## src/rtl/memcon_pkg.sv

```systemverilog
// Shared encodings and defaults for the memcon MCB port arbiter.
package memcon_pkg;

  localparam logic [1:0] ARB_OWN   = 2'b00;
  localparam logic [1:0] ARB_DRAIN = 2'b01;
  localparam logic [1:0] ARB_IDLE  = 2'b10;
  localparam logic [1:0] ARB_RECOV = 2'b11;

  typedef enum logic [1:0] {
    ST_IDLE,
    ST_GRANT,
    ST_DRAIN,
    ST_RECOV
  } arb_fsm_e;

  localparam int DEF_TIMEOUT   = 4096;
  localparam int DEF_GUARD_CYC = 4;

endpackage

```

## src/rtl/arb_rr_pick.sv

```systemverilog
// Round-robin picker: first set bit of vec at or after start, wrapping modulo N.
module arb_rr_pick #(
  parameter int N = 3,
  parameter int W = 2
) (
  input  logic [N-1:0] vec,
  input  logic [W-1:0] start,
  output logic [W-1:0] idx,
  output logic         found
);

  // Scan from the far end back toward start so the nearest hit is written last.
  always_comb begin
    int j;
    idx   = '0;
    found = 1'b0;
    j     = 0;
    for (int i = N - 1; i >= 0; i--) begin
      j = int'(start) + i;
      if (j >= N) j = j - N;
      if (|(vec & (N'(1) << j))) begin
        idx   = W'(j);
        found = 1'b1;
      end
    end
  end

endmodule

```

## src/rtl/memcon_arb.sv

```systemverilog
// Time-shares one MCB user port among NREQ memcon requesters with a
// done/timeout release, guarded drain and hipri-first round-robin selection.
module memcon_arb
  import memcon_pkg::*;
#(
  parameter int NREQ      = 3,
  parameter int IDW       = 2,
  parameter int TIMEOUT   = DEF_TIMEOUT,
  parameter int GUARD_CYC = DEF_GUARD_CYC
) (
  input  logic            memclk,
  input  logic            rst,
  input  logic [NREQ-1:0] req,
  input  logic [NREQ-1:0] hipri,
  input  logic [NREQ-1:0] donep,
  input  logic            cmd_empty,
  output logic [NREQ-1:0] en,
  output logic [1:0]      arb_state,
  output logic [IDW-1:0]  owner,
  output logic            owner_vld,
  output logic            err,
  output logic [7:0]      timeout_cnt
);

  localparam int WDW = $clog2(TIMEOUT);
  localparam int GW  = $clog2(GUARD_CYC + 1);

  arb_fsm_e        state, state_nxt;
  logic [IDW-1:0]  rr_ptr, rr_nxt, rr_adv;
  logic [WDW-1:0]  wd, wd_nxt;
  logic [GW-1:0]   guard, guard_nxt;
  logic [NREQ-1:0] en_nxt, eligible;
  logic [1:0]      arb_nxt;
  logic [IDW-1:0]  owner_nxt, hi_idx, all_idx, pick_idx;
  logic            vld_nxt, err_nxt, hi_found, all_found, owner_done;
  logic [7:0]      tcnt_nxt;

  // A requester still asserting done from its last burst set is not eligible.
  assign eligible   = req & ~donep;
  assign owner_done = |(donep & en);
  assign rr_adv     = (owner == IDW'(NREQ - 1)) ? '0 : owner + IDW'(1);
  assign pick_idx   = hi_found ? hi_idx : all_idx;

  arb_rr_pick #(.N(NREQ), .W(IDW)) u_pick_hi (
    .vec   (eligible & hipri),
    .start (rr_ptr),
    .idx   (hi_idx),
    .found (hi_found)
  );

  arb_rr_pick #(.N(NREQ), .W(IDW)) u_pick_all (
    .vec   (eligible),
    .start (rr_ptr),
    .idx   (all_idx),
    .found (all_found)
  );

  always_comb begin
    state_nxt = state;
    en_nxt    = en;
    arb_nxt   = arb_state;
    owner_nxt = owner;
    vld_nxt   = owner_vld;
    err_nxt   = err;
    tcnt_nxt  = timeout_cnt;
    rr_nxt    = rr_ptr;
    wd_nxt    = wd;
    guard_nxt = guard;
    case (state)
      ST_IDLE: begin
        arb_nxt = ARB_IDLE;
        if (all_found) begin
          en_nxt    = NREQ'(1) << pick_idx;
          owner_nxt = pick_idx;
          vld_nxt   = 1'b1;
          arb_nxt   = ARB_OWN;
          wd_nxt    = '0;
          state_nxt = ST_GRANT;
        end
      end
      // Done beats a coincident watchdog expiry, so no error is logged then.
      ST_GRANT: begin
        if (owner_done) begin
          en_nxt    = '0;
          vld_nxt   = 1'b0;
          arb_nxt   = ARB_DRAIN;
          rr_nxt    = rr_adv;
          guard_nxt = '0;
          state_nxt = ST_DRAIN;
        end else if (wd == WDW'(TIMEOUT - 1)) begin
          en_nxt    = '0;
          vld_nxt   = 1'b0;
          err_nxt   = 1'b1;
          arb_nxt   = ARB_RECOV;
          rr_nxt    = rr_adv;
          guard_nxt = '0;
          state_nxt = ST_RECOV;
          if (timeout_cnt != 8'hFF) tcnt_nxt = timeout_cnt + 8'd1;
        end else begin
          wd_nxt = wd + WDW'(1);
        end
      end
      ST_DRAIN, ST_RECOV: begin
        if (guard >= GW'(GUARD_CYC - 1)) begin
          if (cmd_empty) begin
            arb_nxt   = ARB_IDLE;
            state_nxt = ST_IDLE;
          end
        end else begin
          guard_nxt = guard + GW'(1);
        end
      end
      default: state_nxt = ST_IDLE;
    endcase
  end

  always_ff @(posedge memclk or posedge rst) begin
    if (rst) begin
      state       <= ST_IDLE;
      en          <= '0;
      arb_state   <= ARB_IDLE;
      owner       <= '0;
      owner_vld   <= 1'b0;
      err         <= 1'b0;
      timeout_cnt <= '0;
      rr_ptr      <= '0;
      wd          <= '0;
      guard       <= '0;
    end else begin
      state       <= state_nxt;
      en          <= en_nxt;
      arb_state   <= arb_nxt;
      owner       <= owner_nxt;
      owner_vld   <= vld_nxt;
      err         <= err_nxt;
      timeout_cnt <= tcnt_nxt;
      rr_ptr      <= rr_nxt;
      wd          <= wd_nxt;
      guard       <= guard_nxt;
    end
  end

endmodule

```

## config.mk

```make
export PLATFORM = sky130hd
export DESIGN_NAME = memcon_arb
export DESIGN_NICKNAME = d
export VERILOG_FILES = /design/src/rtl/memcon_pkg.sv /design/src/rtl/arb_rr_pick.sv /design/src/rtl/memcon_arb.sv
export SDC_FILE = /design/constraint.sdc
export NUM_CORES = 1
export LEC_CHECK = 0
export ABC_AREA = 1
export CAP_MARGIN = 40
export CORE_UTILIZATION = 56
export CTS_CLUSTER_DIAMETER = 120
export DETAILED_ROUTE_END_ITERATION = 12
export PLACE_DENSITY = 0.9
export SYNTH_ARGS = -nofsm -noshare
export SYNTH_HDL_FRONTEND = slang
export SYNTH_SLANG_ARGS = --single-unit
```

## constraint.sdc

```tcl
create_clock -name memclk -period 2.5 [get_ports memclk]
set_clock_uncertainty 0.1 [all_clocks]
set_input_delay 0.25 -clock memclk [delete_from_list [all_inputs] [get_ports memclk]]
set_output_delay 0.25 -clock memclk [all_outputs]
set_load 0.05 [all_outputs]
```

* After elaboration in Yosys (flattened, before gate mapping)
Index checks and enable logic that the tools add are counted.
Word-level totals: output and inout bits 17, bits in latches 0, register bits 36, word-level logic and storage cells 116, ROM bits 0, RAM bits 0, input bits 12, memories kept 0
Operators by class: $lt $le $gt $ge 4, add/subtract/negate cells 9, bitwise gates (word level) 11, divide/modulo/power cells 0, shift operators 4, mux-type cells 44, reductions and logical operators 21, eq/ne operators 13, $mul 0
Operator list (count):
- $mux W32 | 3
- $shl A1 B32 Y3 const A | 3
- $ge A32 B3 Y1 const B | 2
- $sub A32 B3 Y32 const B | 2
- $mux W2 | 19
- $mux W12 | 3
- $and A3 B3 Y3 | 9
- $pmux W12 S2 | 1
- $reduce_or A3 Y1 | 7
- $add A12 B1 Y12 const B | 1
- $eq A12 B12 Y1 const B | 1
- $mux W3 | 4
- $ne A2 B2 Y1 const B | 6
- $pmux W2 S3 | 2
- $pmux W3 S2 | 2
- $reduce_and A3 Y1 | 4
- $reduce_and A4 Y1 | 3
- $mux W1 | 9
- $add A8 B1 Y8 const B | 1
- $ne A8 B8 Y1 const B | 1
- $eq A2 B2 Y1 const B | 3
- $reduce_bool A2 Y1 | 3
- $reduce_and A2 Y1 | 2
- $add A2 B1 Y3 const B | 1
- 14 further kinds | 14

* Longest topological paths before layout
Gate-level depths: netlist (run 1).
word-level depth 13, mapped depth 13, mapped depth without buffers 12

* By module
Synthesis (run 1) repeated with hierarchy kept, for this count alone.
Unflattened totals: cell total of the unflattened synthesis 356, area total of the unflattened synthesis 2506.2 um^2
By module, submodules not included:
- memcon_arb | area an instance 2110.8 um^2, cells each 280, instances 1, sequential area each 902.1 um^2
- arb_rr_pick | area an instance 197.7 um^2, cells each 38, instances 2, sequential area each 0.0 um^2

* Worst setup path after synthesis (run 1)
No wires, ideal clock.
path type flip-flop to flip-flop, start point register timeout_cnt[1], end point register timeout_cnt[3], path buffers 0, cell stages (with the launch flop) 7, clock period less this slack 2.054 ns, setup slack 0.446 ns, required time 2.275 ns, setup time 0.125 ns, arrival 1.829 ns, cell sequence dfrtp_1 -> ha_1 -> inv_1 -> nor3_1 -> nand3_1 -> nand3_2 -> mux2_2
On the way: word-level cells in the longest chain between the ends 2, elaborated cells on any way between the ends 3, those cells by class add/sub: 1; eq/ne: 1; reduce/logical: 1
RTL lines:
- start: declaration | RTL line memcon_arb.sv:22 | output logic [7:0] timeout_cnt
- start signal: assignment | RTL line memcon_arb.sv:136 | timeout_cnt <= tcnt_nxt;
- branches (longest 2 deep; another with $add A8 B1 Y8)
Parallel ways; which one is timed is not known. A chain may end at the register's enable or synchronous reset.

* Worst setup path in the final report (run 1)
start point register rr_ptr[0], end point register wd[11]
On the way: word-level cells in the longest chain between the ends 11, elaborated cells on any way between the ends 25, those cells by class add/sub: 5; order compare: 3; eq/ne: 1; shift: 3; mux: 6; bitwise: 3; reduce/logical: 4
RTL lines:
- start: declaration | RTL line memcon_arb.sv:29 | logic [IDW-1:0] rr_ptr, rr_nxt, rr_adv;
- start signal: assignment | RTL line memcon_arb.sv:137 | rr_ptr <= rr_nxt;
- $add A2 B2 Y3 | RTL line arb_rr_pick.sv:19 | j = int'(start) + i;
- $sub A32 B3 Y32 or $ge A32 B3 Y1 (tied branches) | RTL line arb_rr_pick.sv:20 | if (j >= N) j = j - N;
- $mux W32 | RTL line arb_rr_pick.sv:20
- $shl A1 B32 Y3 | RTL line arb_rr_pick.sv:21 | if (|(vec & (N'(1) << j))) begin
- $and A3 B3 Y3 | RTL line arb_rr_pick.sv:21
- $reduce_or A3 Y1 | RTL line arb_rr_pick.sv:21
- $mux W1 (2 in series) | RTL line arb_rr_pick.sv:21
- $mux W1 * | RTL line arb_rr_pick.sv:21
- $ne A2 B2 Y1 (no line) *
- $reduce_and A4 Y1 (no line) *
- end signal: assignment | RTL line memcon_arb.sv:138 | wd <= wd_nxt;
- end: declaration | RTL line memcon_arb.sv:30 | logic [WDW-1:0] wd, wd_nxt;
Mark *: on every way between the ends. The rest lies on a longest branch, timed or not.

==> out/qor.csv, run 1 <==
metric;value;unit
status;completed;
crit_path_end_kind;flop;
drtIter0Drc;286;
cp_max_fo;15;
yosysTopAreaCell;dfrtp_1;
cts_tree;built;
setup_tns;0;ns
htreeDepth;2;
grt_util_all_layers;0.259;
numCtsBuffers;5;
syn_nets;343;
yosys_warnings;0;
grt_max_degree;37;
post-route-period-util;0.909;
hold_buffers;0;
fmax;440;MHz
root_buffer;clkbuf_8;
hold_slack;0.277;ns
fin_ws;0.227;ns
crit_path_start;rr_ptr[0]$_DFFE_PP0P_;
muxShareOfSynthArea;0.0229;
post_drt_wl_per_cell;13.3;um
synth_edf_count;0;
synth_top_family_by_area;simple AND/OR/NAND/NOR gates;
pwr-share-clk;0.199;
drc;0;
p_sw;1.32;mW
clkSinkCount;36;
grt_pass1_wl;9030;um
r2r-start;rr_ptr[0]$_DFFE_PP0P_;
preCtsSetupSlack;0.273;ns
io_buffers;28;
synthCells;323;
setup_viol;0;
critPathKind;reg2reg;
cp_slowest_cell;ha_1;
final_core_util;0.703;
synth-compound-area-share;0.0617;
synthFlopType;dfrtp_1;
final_nets;375;
syn_to_final_growth;17.8;%
critPathTopFamily;simple AND/OR/NAND/NOR gates;
grt_pass1_vias;2074;
synth.avg_cell_area;7.60;um^2
postCtsSetupRepairBufs;0;
min_path_type;in2async;
synthArstFlopShare;1.00;
routed_via_density;5.57;
die-width;68.2;um
post-synth-top-area-fraction;0.357;
cts_resized;0;
synthXorXnorAreaFrac;0.0607;
initial_utilization;0.596;
yosysSeqAreaShare;0.368;
final-seq-area;902;um^2
p_per_area;982;mW/mm^2
clkTransAtPathRegs;0.07;ns
overflow;0;
p_seq_frac;0.285;
drtAntennaViolNets;0;
place.detailed.hpwl;4010;um
syn_area;0.00245;mm^2
crit_buf_inv;2;
drv_slew;0;
drive_gt1_frac;0.0983;
critPathRequiredTime;2.56;ns
yosys.area_share.simple;0.368;
synth-adder-area-share;0.0408;
fp.dieH;68.2;um
rsz0062_at_grt;false;
pwr-share-comb;0.516;
ioPinCount;29;
vias;2261;
cp_slowest_stage_delay;0.43;ns
drt-total-wl;5410;um
core;0.00412;mm^2
period_needed;2.27;ns
leakagePower;1.42;nW
cap_viol_max_count;0;
dieArea;0.00465;mm^2
synth_cell_types;34;
ys_top_cells_by_area;dfrtp_1 36%, nand2_1 13%, nand3_1 7.3%;
antenna_found_initial;0;
tightest_slew;0.522;ns
clock_path_buffers;2;
dr.pass1.iters;6;
clkLatencyLatePin;0.29;ns
power.internal;1.52;mW
antenna_cells;0;
hold_viol_final;0;
ys_ff_latch;36;
multi_input_area;0.00136;mm^2
ir_drop;675;uV
fillers;336;
relSlewSlack;0.651;
crit_arrival;2.34;ns
gp_congestion;0.899;
rows;23;
switching_share;0.464;
start_kind;flop;
crit_chain;inv_1, ha_1, nand3_1, nand3_4, nor3_4, nor2_4, nor2_8, inv_4, nand2_1, o21ai_0;
flip-flops by register name, summed over array words and instances, names as in the netlist:
name / count
en: 3
state: 2
guard: 3
arb_state: 2
wd: 12
timeout_cnt: 8
owner_vld: 1
err: 1
rr_ptr: 2
owner: 2
through the flow:
stage | area, um^2 | power, mW | instances
6_report | 2890 | 2.84 | 406
5_1_grt | 2890 | 3.03 | 406
4_1_cts | 2890 | 2.84 | 406
3_5_place_dp | 2770 | 2.26 | 398
3_3_place_gp | 2770 | 2.21 | 398
2_1_floorplan | 2450 | 1.96 | 323
final timing paths:
| path | end | cells after the start | slack [ns] |
|---|---|---|---|
| max | wd[11]$_DFFE_PP0P_ | 10 | 0.23 |
| min | owner_vld$_DFFE_PP0P_ | 3 | 0.28 |
| max reg2reg | wd[11]$_DFFE_PP0P_ | 10 | 0.23 |
| min reg2reg | err$_DFFE_PP0P_ | 1 | 0.37 |
| max in group asynchronous | arb_state[1]$_DFFE_PP1P_ | 3 | 1.69 |
| min in group memclk | err$_DFFE_PP0P_ | 1 | 0.37 |
final cells by class:
cell class | count | share of cell area
multi-input combinational | 244 | 0.470
clock buffer | 7 | 0.0333
sequential | 36 | 0.312
tap | 50 | 0.0216
clock inverter | 1 | 0.0104
inverter | 38 | 0.0502
timing repair buffer | 30 | 0.102
worst min-delay path, cell delays in order:
cell and delay, ns:
clkdlybuf4s50_1 0.41, inv_1 0.06, buf_4 0.39
cell usage in the layout, fill, tap and decap left out, types with 5 or more instances in the layout:
cell,netlist,routed
nand4_1,10,10
inv_1,36,36
nor3_1,5,5
nor2_1,41,41
mux2_2,5,5
a21oi_1,5,5
dfrtp_1,35,35
ha_1,8,8
clkbuf_8,0,7
o21ai_0,9,9
xor2_1,12,12
xnor2_1,5,5
clkdlybuf4s50_1,0,28
nand2_1,83,83
nand3_1,36,36
cells by family (layout without fill, tap and decap cells):
family                     Yosys count  in the layout
buffers and inverters               43             76
DFF                                 36             36
AOI/OAI and AO/OA                   24             24
xor gates and xnor gates            17             17
adders and majority gates            8              8
muxes                                5              5
and+or+nand+nor                    190            190
Yosys cell counts (all sizes together) (7+ instances only):
cell type  count
o21ai         12
dfrtp         35
xor2          12
inv           38
nand4         10
ha             8
nor2          45
nor3           7
nand3         41
nand2         85
power groups by stage:
stage | combinational [mW] | clock (mW) | sequential (mW)
6_report | 1.47 | 0.564 | 0.811
5_1_grt | 1.61 | 0.596 | 0.825
4_1_cts | 1.46 | 0.573 | 0.809
3_5_place_dp | 1.45 | 0 | 0.820
3_3_place_gp | 1.39 | 0 | 0.814
2_1_floorplan | 0.986 | 0 | 0.975
metal layers:
layer / up-vias / share of wire / GRT usage
met2: 81 / 0.47 / 0.439
met4: 0 / 0.017 / 0.0599
met3: 11 / 0.062 / 0.0533
met1: 1059 / 0.45 / 0.337
met5: - / 0 / 0
li1: 1110 / - / -
Power figures use the tool's default switching activity.
==> run 2: changes to the inputs <==
--- a/config.mk
+++ b/config.mk
@@ -7,10 +7,11 @@
 export LEC_CHECK = 0
 export ABC_AREA = 1
 export CAP_MARGIN = 40
-export CORE_UTILIZATION = 56
+export CORE_UTILIZATION = 32
 export CTS_CLUSTER_DIAMETER = 120
 export DETAILED_ROUTE_END_ITERATION = 12
-export PLACE_DENSITY = 0.9
+export PLACE_DENSITY = 0.61
+export SKIP_LAST_GASP = 1
 export SYNTH_ARGS = -nofsm -noshare
 export SYNTH_HDL_FRONTEND = slang
 export SYNTH_SLANG_ARGS = --single-unit
==> constraint.sdc (replaced) <==
create_clock -name memclk -period 2.24 [get_ports memclk]
set_clock_uncertainty 0.1 [all_clocks]
set_input_delay 0.224 -clock memclk [delete_from_list [all_inputs] [get_ports memclk]]
set_output_delay 0.224 -clock memclk [all_outputs]
set_load 0.05 [all_outputs]
==> run 2 against run 1 <==
First-iteration DRC count fell by 62%. Die area grew 73%. Hold slack worse by 0.031 ns. Sequential power grew 12%. Total power rose by 9.6%. Highest routed layer unchanged. Fmax grew 12%.
==> out/qor.csv, run 2 (synthesis gave the netlist of run 1 again) <==
metric;value;unit;change
routed_via_density;4.62;;-17%
status;completed;;
numCtsBuffers;5;;unchanged
dr.pass1.iters;4;;-2
reg.largest.list;wd (12), timeout_cnt (8);;
overflow;0;;unchanged
crit_path_end_kind;flop;;
grt_util_all_layers;0.150;;-0.109
fmax;493;MHz;+12%
initial_utilization;0.335;;-0.262
ioPinCount;29;;unchanged
hold_buffers;0;;unchanged
rows;31;;+35%
r2r_cells;10;;unchanged
drv_slew;0;;unchanged
cts_tree;built;;
gp_congestion;0.868;;-3.4%
vias;2120;;-6.2%
fp.dieH;89.6;um;+31%
ff2ff_setup_slack;0.21;ns;-0.02 ns
clock_path_buffers;2;;unchanged
htreeDepth;2;;unchanged
io_buffers;28;;unchanged
antenna_found_initial;0;;unchanged
largest_reg_flops;12;;unchanged
setup_viol;0;;unchanged
crit_chain;inv_1, ha_1, nand3_1, nand3_4, nor3_4, nor2_4, nor2_8, inv_4, nand3_1, o21ai_2;;
crit_path_frequent_cell;nand3_1;;
reg2reg_to;wd[2]$_DFFE_PP0P_;;
antenna_cells;0;;unchanged
root_buffer;clkbuf_8;;
place.detailed.hpwl;4050;um;+0.81%
setup_tns;0;ns;unchanged
preCtsSetupSlack;0.0486;ns;-0.225 ns
clkLatencyLatePin;0.28;ns;about the same
crit_arrival;2.10;ns;-0.24 ns
largest_register;wd;;
tightest_slew;0.504;ns;-0.0176 ns
cp_max_fo;15;;unchanged
grt_pass1_wl;9160;um;+1.5%
period_needed;2.03;ns;-0.245 ns
fin_ws;0.212;ns;-0.0151 ns
drtIter0Drc;108;;-62%
layout_common_cells;83 x nand2_1, 39 x nor2_1, 36 x inv_1, 34 x nand3_1, 34 x dfrtp_1;;
hold_viol_final;0;;unchanged
post_drt_wl_per_cell;11.6;um;-13%
crit_buf_inv;2;;unchanged
core;0.00733;mm^2;+78%
clkTransAtPathRegs;0.07;ns;about the same
ir_drop;466;uV;-31%
p_per_area;1040;mW/mm^2;+5.9%
r2r-start;rr_ptr[1]$_DFFE_PP0P_;;
clkSinkCount;36;;unchanged
final_common_cell;nand2_1;;
min_path_type;in2async;;
critPathKind;reg2reg;;
critPathRequiredTime;2.31;ns;-0.25 ns
grt_max_degree;37;;unchanged
grt_pass1_vias;2036;;-1.8%
dieArea;0.00802;mm^2;+73%
relSlewSlack;0.663;;+0.0117
final_nets;379;;+1.1%
drc;0;;unchanged
cap_viol_max_count;0;;unchanged
start_kind;flop;;
total_power;3.11;mW;+9.6%
rsz0062_at_grt;false;;
syn_to_final_growth;22.0;%;
post-route-period-util;0.905;;-0.00382
critPathTopFamily;simple AND/OR/NAND/NOR gates;;
leakagePower;1.44;nW;+1.3%
drt-total-wl;5350;um;-1.1%
crit_path_start;rr_ptr[1]$_DFFE_PP0P_;;
drive_gt1_frac;0.125;;+0.0267
cp_slowest_cell;dfrtp_1;;
drtAntennaViolNets;0;;unchanged
die-width;89.6;um;+31%
cp_slowest_stage_delay;0.41;ns;-0.02 ns
## run 2: area by class of cell
cell class                      instances  area, um^2
Fill cell                             734        4340
Sequential cell                        36         903
Multi-Input combinational cell        244        1400
Timing Repair Buffer                   34         325
Clock buffer                            8         100
Tap cell                               99         124
Inverter                               38         145
## run 2: routing by layer
layer  vias up  share of wire  track usage
met2        36           0.44        0.237
met3         7          0.032       0.0360
met1       951           0.51        0.199
met4         0          0.018       0.0548
li1       1126              -            -
met5         -              0            0
## run 2: where the power goes
group | switching (mW) | internal, mW
clock | 0.222 | 0.281
combinational | 1.11 | 0.586
sequential | 0.117 | 0.793
total | 1.45 | 1.66
## run 2: repair_timing
action | in CTS | in global routing
setup endpoints to repair | 0 | 25
gates resized for setup | 0 | 9
setup buffers | 0 | 2
## run 2: how the worst max path moves through the flow
| stage | cells after the start | slack [ns] | end |
|---|---|---|---|
| 2_1_floorplan | 6 | 0.19 | timeout_cnt[3]$_DFFE_PP0P_ |
| 3_3_place_gp | 11 | 0.07 | en[2]$_DFFE_PP0P_ |
| 3_5_place_dp | 11 | 0.05 | en[2]$_DFFE_PP0P_ |
| 4_1_cts | 11 | 0.03 | en[2]$_DFFE_PP0P_ |
| 5_1_grt | 7 | 0.05 | timeout_cnt[5]$_DFFE_PP0P_ |
| 6_report | 10 | 0.21 | wd[2]$_DFFE_PP0P_ |
## run 2: metrics by stage
stage	cells	utilization	area, um^2	hold slack, ns
final	459	0.408	2990	0.247
after global routing	459	0.408	2990	0.299
after CTS	457	0.401	2940	0.270
after detailed placement	449	0.388	2840	0.353
after global placement	449	0.388	2840	0.350
after floorplan	323	-	2450	0.290
## run 2: worst reg2reg max path: cells and delay by family, from the launching register on
kind                     cells  cell delay (ns)
flip-flops                   1             0.41
adder cells (fa/ha/maj)      1             0.29
AND/OR/NAND/NOR              6             0.85
buffers and inverters        2             0.20
AO/OA/AOI/OAI                1             0.05
